[config.mk]
export PLATFORM = sky130hd
export DESIGN_NAME = horiz_counter
export DESIGN_NICKNAME = d
export VERILOG_FILES = /design/src/rtl/horiz_counter.sv
export SDC_FILE = /design/constraint.sdc
export NUM_CORES = 1
export LEC_CHECK = 0
export CORE_MARGIN = 2
export CORE_UTILIZATION = 52
export DETAILED_ROUTE_END_ITERATION = 8
export HOLD_SLACK_MARGIN = 0.03
export PLACE_DENSITY = 0.92
export RECOVER_POWER = 50
export SETUP_SLACK_MARGIN = 0.02
export SLEW_MARGIN = 0
export SYNTH_ARGS = -nofsm -noshare
export SYNTH_HDL_FRONTEND = slang
export SYNTH_SLANG_ARGS = --single-unit
[constraint.sdc]
create_clock -name pixel_clock -period 4.8 [get_ports pixel_clock]
set_clock_uncertainty 0.15 [all_clocks]
set_input_delay 0.96 -clock pixel_clock [delete_from_list [all_inputs] [get_ports pixel_clock]]
set_output_delay 0.96 -clock pixel_clock [all_outputs]
set_load 0.05 [all_outputs]
[src/rtl/horiz_counter.sv]
// horiz_counter: horizontal VGA timing counter (hcount, hsync, h_video_on,
// line_tick) with a registered pixel-advance strobe.
// Ports: pixel_clock, reset (sync, active-high) in; pix_en, hcount[9:0],
//        line_tick, hsync (active-low), h_video_on out. All outputs are flops.
// Macro HORIZ_CLKDIV_EN: advance once every 4 clocks via a 2-bit divider;
// undefined, the count advances on every clock.
module horiz_counter #(
  parameter int H_ACTIVE = 640,
  parameter int H_FP     = 16,
  parameter int H_SYNC   = 96,
  parameter int H_BP     = 48
) (
  input  logic       pixel_clock,
  input  logic       reset,
  output logic       pix_en,
  output logic [9:0] hcount,
  output logic       line_tick,
  output logic       hsync,
  output logic       h_video_on
);

  localparam int H_TOTAL = H_ACTIVE + H_FP + H_SYNC + H_BP;

  if (H_TOTAL > 1024) begin : g_bad_total
    $error("horiz_counter: H_TOTAL exceeds 1024");
  end

  localparam logic [9:0]  H_LAST   = 10'(H_TOTAL - 1);
  localparam logic [10:0] VIS_END  = 11'(H_ACTIVE);
  localparam logic [10:0] SYNC_BEG = 11'(H_ACTIVE + H_FP);
  localparam logic [10:0] SYNC_END = 11'(H_ACTIVE + H_FP + H_SYNC);

  logic [9:0] hcount_q, hcount_d;
  logic       line_tick_q, line_tick_d;
  logic       hsync_q, hsync_d;
  logic       h_video_on_q, h_video_on_d;
  logic       pix_en_q, pix_en_d;
  logic       advance;

`ifdef HORIZ_CLKDIV_EN
  logic [1:0] div_q, div_d;

  // pix_en_q is high exactly while div_q == 3, so it is set from div_q == 2.
  always_comb begin
    div_d    = div_q + 2'd1;
    pix_en_d = (div_q == 2'd2);
    advance  = pix_en_q;
  end

  always_ff @(posedge pixel_clock) begin
    if (reset) begin
      div_q <= 2'd0;
    end else begin
      div_q <= div_d;
    end
  end
`else
  always_comb begin
    pix_en_d = 1'b1;
    advance  = 1'b1;
  end
`endif

  // Decode sync/blank from the next count so they line up with hcount.
  always_comb begin
    hcount_d    = hcount_q;
    line_tick_d = 1'b0;
    if (advance) begin
      if (hcount_q == H_LAST) begin
        hcount_d    = 10'd0;
        line_tick_d = 1'b1;
      end else begin
        hcount_d = hcount_q + 10'd1;
      end
    end
    h_video_on_d = ({1'b0, hcount_d} < VIS_END);
    hsync_d      = !(({1'b0, hcount_d} >= SYNC_BEG) &&
                     ({1'b0, hcount_d} <  SYNC_END));
  end

  always_ff @(posedge pixel_clock) begin
    if (reset) begin
      hcount_q     <= 10'd0;
      line_tick_q  <= 1'b0;
      hsync_q      <= 1'b1;
      h_video_on_q <= 1'b1;
      pix_en_q     <= 1'b0;
    end else begin
      hcount_q     <= hcount_d;
      line_tick_q  <= line_tick_d;
      hsync_q      <= hsync_d;
      h_video_on_q <= h_video_on_d;
      pix_en_q     <= pix_en_d;
    end
  end

  assign pix_en     = pix_en_q;
  assign hcount     = hcount_q;
  assign line_tick  = line_tick_q;
  assign hsync      = hsync_q;
  assign h_video_on = h_video_on_q;

endmodule

# After elaboration in Yosys (flattened, before gate mapping)
# Cells that the tools add are included.
# word_totals
register_bits,14
latch_bits,0
mem_bits_rw,0
romBits,0
in_bits,2
output_inout_bits,14
wordCells,15
n_memories,0
# classes
addsub,1
mul,0
div,0
order_cmp,3
eq_ne,1
n_shift,0
n_mux,3
n_bitwise,0
n_reduce_logical,2
# op_table
operator,n
$lt 10x10->1 const B,2
$add 10x1->10 const B,1
$eq 10x10->1 const B,1
$ge 10x10->1 const B,1
$mux 10,1
$mux 1,2
$logic_and 1x1->1,1
$logic_not 1->1,1

# Logic depth before layout (Yosys ltp)
# Gate-level depths: netlist of the first run.
# depth
ltp_word,5
depth_mapped,6
mapped_depth_nobuf,5

# Least setup slack after synthesis of the first run
# OpenSTA, ideal clock, no wires.
# synth_path
kind,register to register
start,reg hcount_q[0] (netlist: hcount[0])
end,reg h_video_on_q (netlist: h_video_on)
setup_time_ns,0.097
arrival_time_ns,1.988
required_time_ns,4.553
slack_ns,2.566
stages_incl_launch_ff,7
path_buffers,1
synth_period_minus_slack_ns,2.234
path_cell_list,dfxtp_1 > ha_1 > buf_4 > nand4_2 > o41ai_4 > o211ai_2 > o311ai_1
# synth_between
elab_chain_cells,3
word_cells_on_any_way,4
cone_classes,add/sub (1); order compare (1); eq/ne (1); mux (1)
# synth_lines
item,line,text
"start, declared",33,"logic [9:0] hcount_q, hcount_d;"
"start signal, assigned",89,hcount_q <= hcount_d;
$add 10x1->10 / $eq 10x10->1 (equally long branches),"73, 69",
$mux 10 (*),69,if (hcount_q == H_LAST) begin
$lt 10x10->1 (*),76,"h_video_on_d = ({1'b0, hcount_d} < VIS_END);"
"end signal, assigned",92,h_video_on_q <= h_video_on_d;
"end, declared",36,"logic h_video_on_q, h_video_on_d;"
# Mark *: on every way between the ends. The rest lies on a longest branch, timed or not.
# A chain may end at the register's enable or synchronous reset.

# Final worst setup path of the first run
# Ends and elaborated chain as after synthesis.

==> impl_metrics.toml, run 1 <==
[floorplanning]
dieArea_um2 = 1761
ioPinCount = 16
die-width_um = 41.97
placementRows = 13
coreArea_um2 = 1318
die_y_um = 41.97
start_util_pct = 56.89

[logic_synthesis]
ys_warn_count = 0
synth-edff-count = 0
netlist.area_leader.share_pct = 37.40
syn_area_per_cell_um2 = 9.030
yosysSeqAreaShare_pct = 37.40
ys_ff_latch = 14
yosysTopAreaCell = "dfxtp_1"
synth_cells = 83
synthFlopType = "dfxtp_1"
synth.net_count = 87
async_flop_share_pct = 0
yosysMostFrequentCell = "dfxtp_1"
synth_area_leaders = "dfxtp_1 (37%), xnor2_1 (7.0%), nor2_1 (5.5%)"
yosysUniqueCellTypes = 33
synth_common_cells = "dfxtp_1 (14), nor2_1 (11), nand3_1 (6), xnor2_1 (6), nand2_1 (5)"
synth_area_um2 = 749.5

[clock_network]
cts_tree = "built"
cts.sinks = 14
clkSlewWorstSetupHoldPaths_ps = 80
insertion_delay_ps = 280
ctsHoldBuffers = 0
cts_buffers = 3
postCtsSetupRepairBufs = 0
cts_root_buf = "clkbuf_4"
cts_resized = 0
htree_levels = 1
clk_path_buf_depth = 2

[detailed_routing]
dr_total_vias = 682
drt_iter0_markers = 27
wirelength_um = 1581
drcViolationCount = 0
via_per_inst = 6.144
dr.pass1.iters = 4
wire_per_inst_um = 14.24
final_antenna_net_count = 0

[worst_setup_path]
arrival_ps = 2950
crit_buf_inv = 0
path_class = "flip-flop to flip-flop"
rr_endpoint = "h_video_on"
critPathSlowestCell = "o41ai_1"
critPathCapture = "h_video_on"
worstSetupEndpointType = "flip-flop"
r2r-start = "hcount[0]"
slowest_delay_ps = 1170
crit_required_ps = 4840
path_max_fanout = 8
path_delay_family = "compound AO/OA/AOI/OAI gates"
rr_worst_depth = 5
crit_chain = "ha_1, nand4_1, o41ai_1, o211ai_2, o311ai_1"
r2r_setup_slack_ps = 1890
path_depth = 5
startpoint = "hcount[0]"
start_kind = "flip-flop"

[grt]
overflow = 0
antenna_found_initial = 0
grt_max_degree = 11
grt_pass1_vias = 583
grt_usage_pct = 19.68
grt_pass1_wl_um = 2622

[power]
leakagePower_nw = 0.2918
clock_power_share_pct = 30.9
p_switching_w = 0.00005576
internal_power_w = 0.0001555
ir_drop_mv = 0.2245
swShare_pct = 26.40
seq_power_share_pct = 58.1
power_density_nw_per_um2 = 238.4
pwr-share-comb_pct = 11.0

[layout]
antennaDiodeCount = 0
fin_util_pct = 67.24
stdcell_count = 111
drive_gt1_share_pct = 9.375
final_nets = 102
area_delta_synth_final_pct = 18.20

[place]
place.gp.congestion = 0.9246
dp.cells = 108
dpl.hpwl_um = 1089
io_buffers = 15

[timing]
fin_tns_setup_ps = 0
maxSlewHeadroom_pct = 15.59
worstMarginPinSlew_ps = 1250
hold_violations = 0
slew_violations = 0
holdWs_ps = 377.2
post-route-period-util_pct = 60.59
fmax_ghz = 0.3438
setup_viol = 0
period_needed_ps = 2908
rsz0062_at_grt = "no"

[job]
drv_cap = 0

[worst_hold_path]
hold_path.class = "flip-flop to flip-flop"

[run_status]
status = "completed"
worst min path at each step:
stage                          from        end  cells past startpoint
after floorplan           hcount[0]  hcount[0]                      1
after global placement    hcount[0]  hcount[0]                      1
after detailed placement  hcount[0]  hcount[0]                      1
after CTS                 hcount[0]  hcount[0]                      1
after global routing      hcount[0]  hcount[0]                      1
final                     hcount[0]  hcount[0]                      1
through the flow:
step / setup slack, ps / instance area, um2 / total power (W)
final: 1892 / 885.9 / 0.0002112
after CTS: 1946 / 910.9 / 0.0002135
after floorplan: 2566 / 749.5 / 0.0001414
after global placement: 2068 / 888.4 / 0.0001485
after global routing: 1603 / 885.9 / 0.0002188
after detailed placement: 2030 / 888.4 / 0.0001490
per-layer routing:
| metal | vias up | wire length, um | GRT usage, % |
|---|---|---|---|
| li1 | 323 | - | - |
| met3 | 9 | 117 | 5.652 |
| met2 | 36 | 744 | 30.31 |
| met5 | - | 0 | 0 |
| met4 | 0 | 40 | 9.677 |
| met1 | 314 | 679 | 24.93 |
power groups by stage:
stage | registers [W] | logic, W | clock network (W)
4_1_cts | 0.000123 | 0.0000244 | 0.0000664
6_report | 0.000123 | 0.0000231 | 0.0000654
2_1_floorplan | 0.000133 | 0.00000843 | 0
5_1_grt | 0.000123 | 0.0000245 | 0.0000711
3_5_place_dp | 0.000125 | 0.0000235 | 0
3_3_place_gp | 0.000125 | 0.0000231 | 0
worst reg2reg max path, delay by kind of cell (launching register included):
family / cells / cell delay (ps)
DFF: 1 / 450
AOI/OAI and AO/OA: 3 / 1530
and+or+nand+nor: 1 / 320
adders and majority gates: 1 / 360
registers in the layout, summed over array words and instances (netlist names):
register,count
hsync,1
h_video_on,1
hcount,10
line_tick,1
pix_en,1
placed cells by master, fill, tap and decap left out, types with 2 or more instances in the layout:
master           count
and2_1               2
clkbuf_4             3
clkdlybuf4s50_1     12
dfxtp_1             14
dlygate4sd3_1        3
ha_1                 2
inv_1                3
nand2_1              5
nand3_1              6
nand4_1              3
nor2_1              11
o2111ai_1            2
or2_2                3
xnor2_1              6
xor2_1               2
area by class of cell:
cell class                      instances  area [um2]
Fill cell                             101       431.7
Tap cell                               15       18.77
Clock buffer                            3       22.52
Timing Repair Buffer                   15       150.1
Multi-Input combinational cell         61       402.9
Sequential cell                        14       280.3
Inverter                                3       11.26
kinds of logic after synthesis:
family                   count (synthesis)  share of synthesized area, %
AO/OA/AOI/OAI                           13                         16.86
AND/OR/NAND/NOR                         38                         27.55
adder cells (fa/ha/maj)                  2                         3.338
XOR/XNOR                                 8                         9.349
buffers and inverters                    8                         5.508
flip-flops                              14                         37.40
No activity file was read; power rests on OpenSTA's default activity.
==> inputs of run 2 (changes only) <==
Settings changed: CORE_UTILIZATION 52 to 48, PLACE_DENSITY 0.92 to 0.87.
Clock period 4.8 ns to 3 ns, I/O delays scaled along.
==> run 2 against run 1 <==
Combinational power rose by 55%. Highest routed layer unchanged. Wire length grew 4.1%. Flip-flop and latch count unchanged.
==> impl_metrics.toml, run 2 (synthesis gave the netlist of run 1 again) <==
[power]
ir_drop_mv = 0.2476
power_density_nw_per_um2 = 414.2
p_total_w = 0.0003762
leakagePower_nw = 0.2959

[clock_network]
cts_tree = "built"
ctsHoldBuffers = 0
insertion_delay_ps = 300
clk_path_buf_depth = 2
htree_levels = 1
cts.sinks = 14
cts_root_buf = "clkbuf_4"
clkSlewWorstSetupHoldPaths_ps = 90
postCtsSetupRepairBufs = 0
cts_resized = 0
cts_buffers = 3

[grt]
grt_max_degree = 11
antenna_found_initial = 0
grt_pass1_vias = 616
overflow = 0
grt_pass1_wl_um = 2615
grt_usage_pct = 18.95

[place]
dpl.hpwl_um = 1160
dp.cells = 109
place.gp.congestion = 0.8731
io_buffers = 15

[timing]
post-route-period-util_pct = 84.44
hold_violations = 0
rsz0062_at_grt = "no"
fin_tns_setup_ps = 0
maxSlewHeadroom_pct = 49.08
period_needed_ps = 2533
slew_violations = 0
setup_viol = 0
fmax_ghz = 0.3948
worstMarginPinSlew_ps = 755.5

[floorplanning]
die-width_um = 43.52
die_y_um = 43.52
dieArea_um2 = 1894
ioPinCount = 16
start_util_pct = 50.34
placementRows = 14
coreArea_um2 = 1489

[layout]
largest_reg_flops = 10
area_delta_synth_final_pct = 21.20
fin_util_pct = 61.01
final_common_cell = "dfxtp_1"
final_nets = 102
fillCellCount = 125
drive_gt1_share_pct = 11.34
antennaDiodeCount = 0
stdcell_count = 113
final_cell_mix = "dfxtp_1 (14), nor2_1 (11), clkdlybuf4s50_1 (10)"

[detailed_routing]
drcViolationCount = 0
drt_iter0_markers = 29
wl_met3_um = 147
dr.max_layer_used = "met4"
m1WireLength_um = 655
met2_length_um = 791
via_per_inst = 5.956
wirelength_um = 1646
dr_total_vias = 673
dr.pass1.iters = 4
final_antenna_net_count = 0
wire_per_inst_um = 14.57

[job]
drv_cap = 0

[run_status]
status = "completed"

[worst_setup_path]
r2r-start = "hcount[0]"
start_kind = "flip-flop"
slowest_delay_ps = 800
startpoint = "hcount[0]"
arrival_ps = 2580
path_max_fanout = 8
worstSetupEndpointType = "flip-flop"
path_class = "flip-flop to flip-flop"
path_delay_family = "compound AO/OA/AOI/OAI gates"
critPathSlowestCell = "o41ai_2"
crit_chain = "ha_1, nand4_1, o41ai_2, o211ai_2, o311ai_1"
crit_required_ps = 3050
crit_buf_inv = 0

[worst_hold_path]
hold_path.class = "flip-flop to flip-flop"
worstHoldStart = "hcount[0]"
## run 2: cell type report
type,count,area (um2),share of cell area [%]
clock buffers,4,36.28,3.994
inverters,3,11.26,1.240
well taps,16,20.02,2.204
flip-flops and latches,14,280.3,30.85
multi-input cells,61,410.4,45.18
repair buffers,15,150.1,16.53
## run 2: path summary, 6_finish.rpt
kind              cells after the start    endpoint  slack (ps)
setup / recovery                      5  h_video_on         470
hold / removal                        1   hcount[0]         390
setup reg to reg                      5  h_video_on         470
hold reg to reg                       1   hcount[0]         390
## run 2: metal layers
| layer | GRT usage [%] | vias up |
|---|---|---|
| met1 | 21.24 | 307 |
| li1 | - | 321 |
| met2 | 29.85 | 38 |
| met3 | 5.417 | 7 |
| met4 | 15.15 | 0 |
| met5 | 0 | - |
## run 2: metrics by stage
| step | worst slack, ps | area (um2) | hold slack, ps |
|---|---|---|---|
| finish | 466.8 | 908.4 | 393.1 |
| global route | 240.9 | 908.4 | 437.9 |
| CTS | 518.7 | 925.9 | 396.9 |
| detailed placement | 569.5 | 889.6 | 373.2 |
| global placement | 646.3 | 889.6 | 366.8 |
| floorplan | 765.5 | 749.5 | 521.6 |
## run 2: power breakdown
part	internal, W	total, W	switching [W]
registers	0.000190	0.000197	0.00000701
clock network	0.0000741	0.000143	0.0000693
logic	0.0000122	0.0000359	0.0000237
total	0.000276	0.000376	0.000100
==> inputs of run 3 (changes only) <==
Settings changed: CORE_UTILIZATION 48 to 43, PLACE_DENSITY 0.87 to 0.83.
Clock period 3 ns to 2.3 ns, I/O delays scaled along.
==> run 3 against run 2 <==
Flip-flop and latch count unchanged. Utilization is 6.6 points lower. Clock power barely moved. Sequential share of layout area fell by 0.38 points. Critical path depth fell by 4. Combinational power grew 44%. Hold slack worse by 3.9 ps. Cell area is 1.2% higher. Via count up 5.9%. Die area up 11%. Clock-buffer cell count is 1 lower. Non-clock buffer count rose by 7.
==> impl_metrics.toml, run 3 (synthesis gave the netlist of run 1 again) <==
[run_status]
status = "completed"

[layout]
postLayoutCellArea_um2 = 919.6
area_delta_synth_final_pct = 22.70
final_common_cell = "dfxtp_1"
final_cell_mix = "dfxtp_1 (14), clkdlybuf4s50_1 (12), nor2_1 (11)"
fin_util_pct = 54.44
largest_reg_flops = 10
drive_gt1_share_pct = 12.62
antennaDiodeCount = 0
final_nets = 109

[floorplanning]
ioPinCount = 16
die-width_um = 45.75
die_y_um = 45.75
start_util_pct = 44.37
placementRows = 15
dieArea_um2 = 2093
coreArea_um2 = 1689

[grt]
grt_usage_pct = 19.42
grt_pass1_vias = 657
grt_pass1_wl_um = 2766
overflow = 0
grt_max_degree = 11
antenna_found_initial = 0

[detailed_routing]
via_per_inst = 5.942
wire_per_inst_um = 14.45
drcViolationCount = 0
final_antenna_net_count = 0
dr.pass1.iters = 4
wirelength_um = 1734
dr_total_vias = 713
drt_iter0_markers = 17

[timing]
layout_setup_ws_ps = 80.17
hold_violations = 0
maxSlewHeadroom_pct = 58.58
fin_tns_setup_ps = 0
worstMarginPinSlew_ps = 624.0
rsz0062_at_grt = "no"
fmax_ghz = 0.4505
slew_violations = 0
setup_viol = 0
period_needed_ps = 2220
post-route-period-util_pct = 96.51

[worst_hold_path]
hold_path.class = "flip-flop to flip-flop"
worstHoldStart = "hcount[0]"

[place]
place.gp.congestion = 0.8123
place_ws_ps = 119.0
io_buffers = 15
dpl.hpwl_um = 1229
place_area_um2 = 940.9

[worst_setup_path]
slowest_delay_ps = 850
startpoint = "hcount[5]"
r2r-start = "hcount[0]"
start_kind = "flip-flop"
path_delay_family = "buffers and inverters"
critPathSlowestCell = "clkdlybuf4s50_1"
path_class = "flip-flop to primary output"
arrival_ps = 1610
path_max_fanout = 8
crit_buf_inv = 1
crit_required_ps = 1690
crit_chain = "clkdlybuf4s50_1"
worstSetupEndpointType = "primary output"

[clock_network]
cts_tree = "built"
clkSlewWorstSetupHoldPaths_ps = 80
insertion_delay_ps = 290
cts_buffers = 3
ctsHoldBuffers = 0
cts_root_buf = "clkbuf_4"
cts.sinks = 14
htree_levels = 1
clk_path_buf_depth = 2

[job]
drv_cap = 0

[power]
p_total_w = 0.0004476
ir_drop_mv = 0.2384
power_density_nw_per_um2 = 486.8
leakagePower_nw = 0.3256
## run 3: cell count changes in the layout (fill, tap and decap cells not counted), sizes merged
cell           previous run  this run
dlygate4sd3               5         0
buf                       0         4
clkdlybuf4s50            10        12
clkbuf                    4         8
dlymetal6s2s              0         1
## run 3: stage by stage
| step | instances | hold WS (ps) |
|---|---|---|
| final | 120 | 389.2 |
| after detailed placement | 117 | 365.9 |
| after global routing | 120 | 425.2 |
| after global placement | 117 | 348.9 |
| after floorplan | 83 | 381.6 |
| after CTS | 120 | 391.2 |
## run 3: cell type report
class                           count  area [um2]
Sequential cell                    14       280.3
Clock buffer                        3       22.52
Tap cell                           17       21.27
Inverter                            3       11.26
Fill cell                         155       769.5
Multi-Input combinational cell     61       402.9
Timing Repair Buffer               22       181.4
## run 3: metal layers
layer  routed length (um)  vias to the layer above  GRT usage, %
met5                    0                        -             0
met4                   78                        0         16.00
met3                  105                        7         5.952
met2                  828                       38         29.30
met1                  722                      334         22.22
li1                     -                      334             -
## run 3: worst register-to-register path: cells and delay by family (launching register included)
family | cells | cell delay [ps]
adders and majority gates | 1 | 230
buffers and inverters | 1 | 320
and+or+nand+nor | 2 | 250
AOI/OAI and AO/OA | 1 | 570
DFF | 1 | 470
## run 3: final timing paths
check	end	slack (ps)	cells after the start
max	hcount[5]	80	1
min	hcount[0]	390	1
max reg2reg	hcount[7]	210	5
min reg2reg	hcount[0]	390	1
## run 3: timing repair
item | CTS | global route
resized for setup | 0 | 2
endpoints found under the setup margin | 0 | 2
buffers inserted | 0 | 0
## run 3: where the power goes
| group | internal (W) | total [W] | switching (W) |
|---|---|---|---|
| logic | 0.0000170 | 0.0000517 | 0.0000348 |
| clock network | 0.0000610 | 0.000142 | 0.0000811 |
| registers | 0.000248 | 0.000254 | 0.00000627 |
| total | 0.000325 | 0.000448 | 0.000122 |
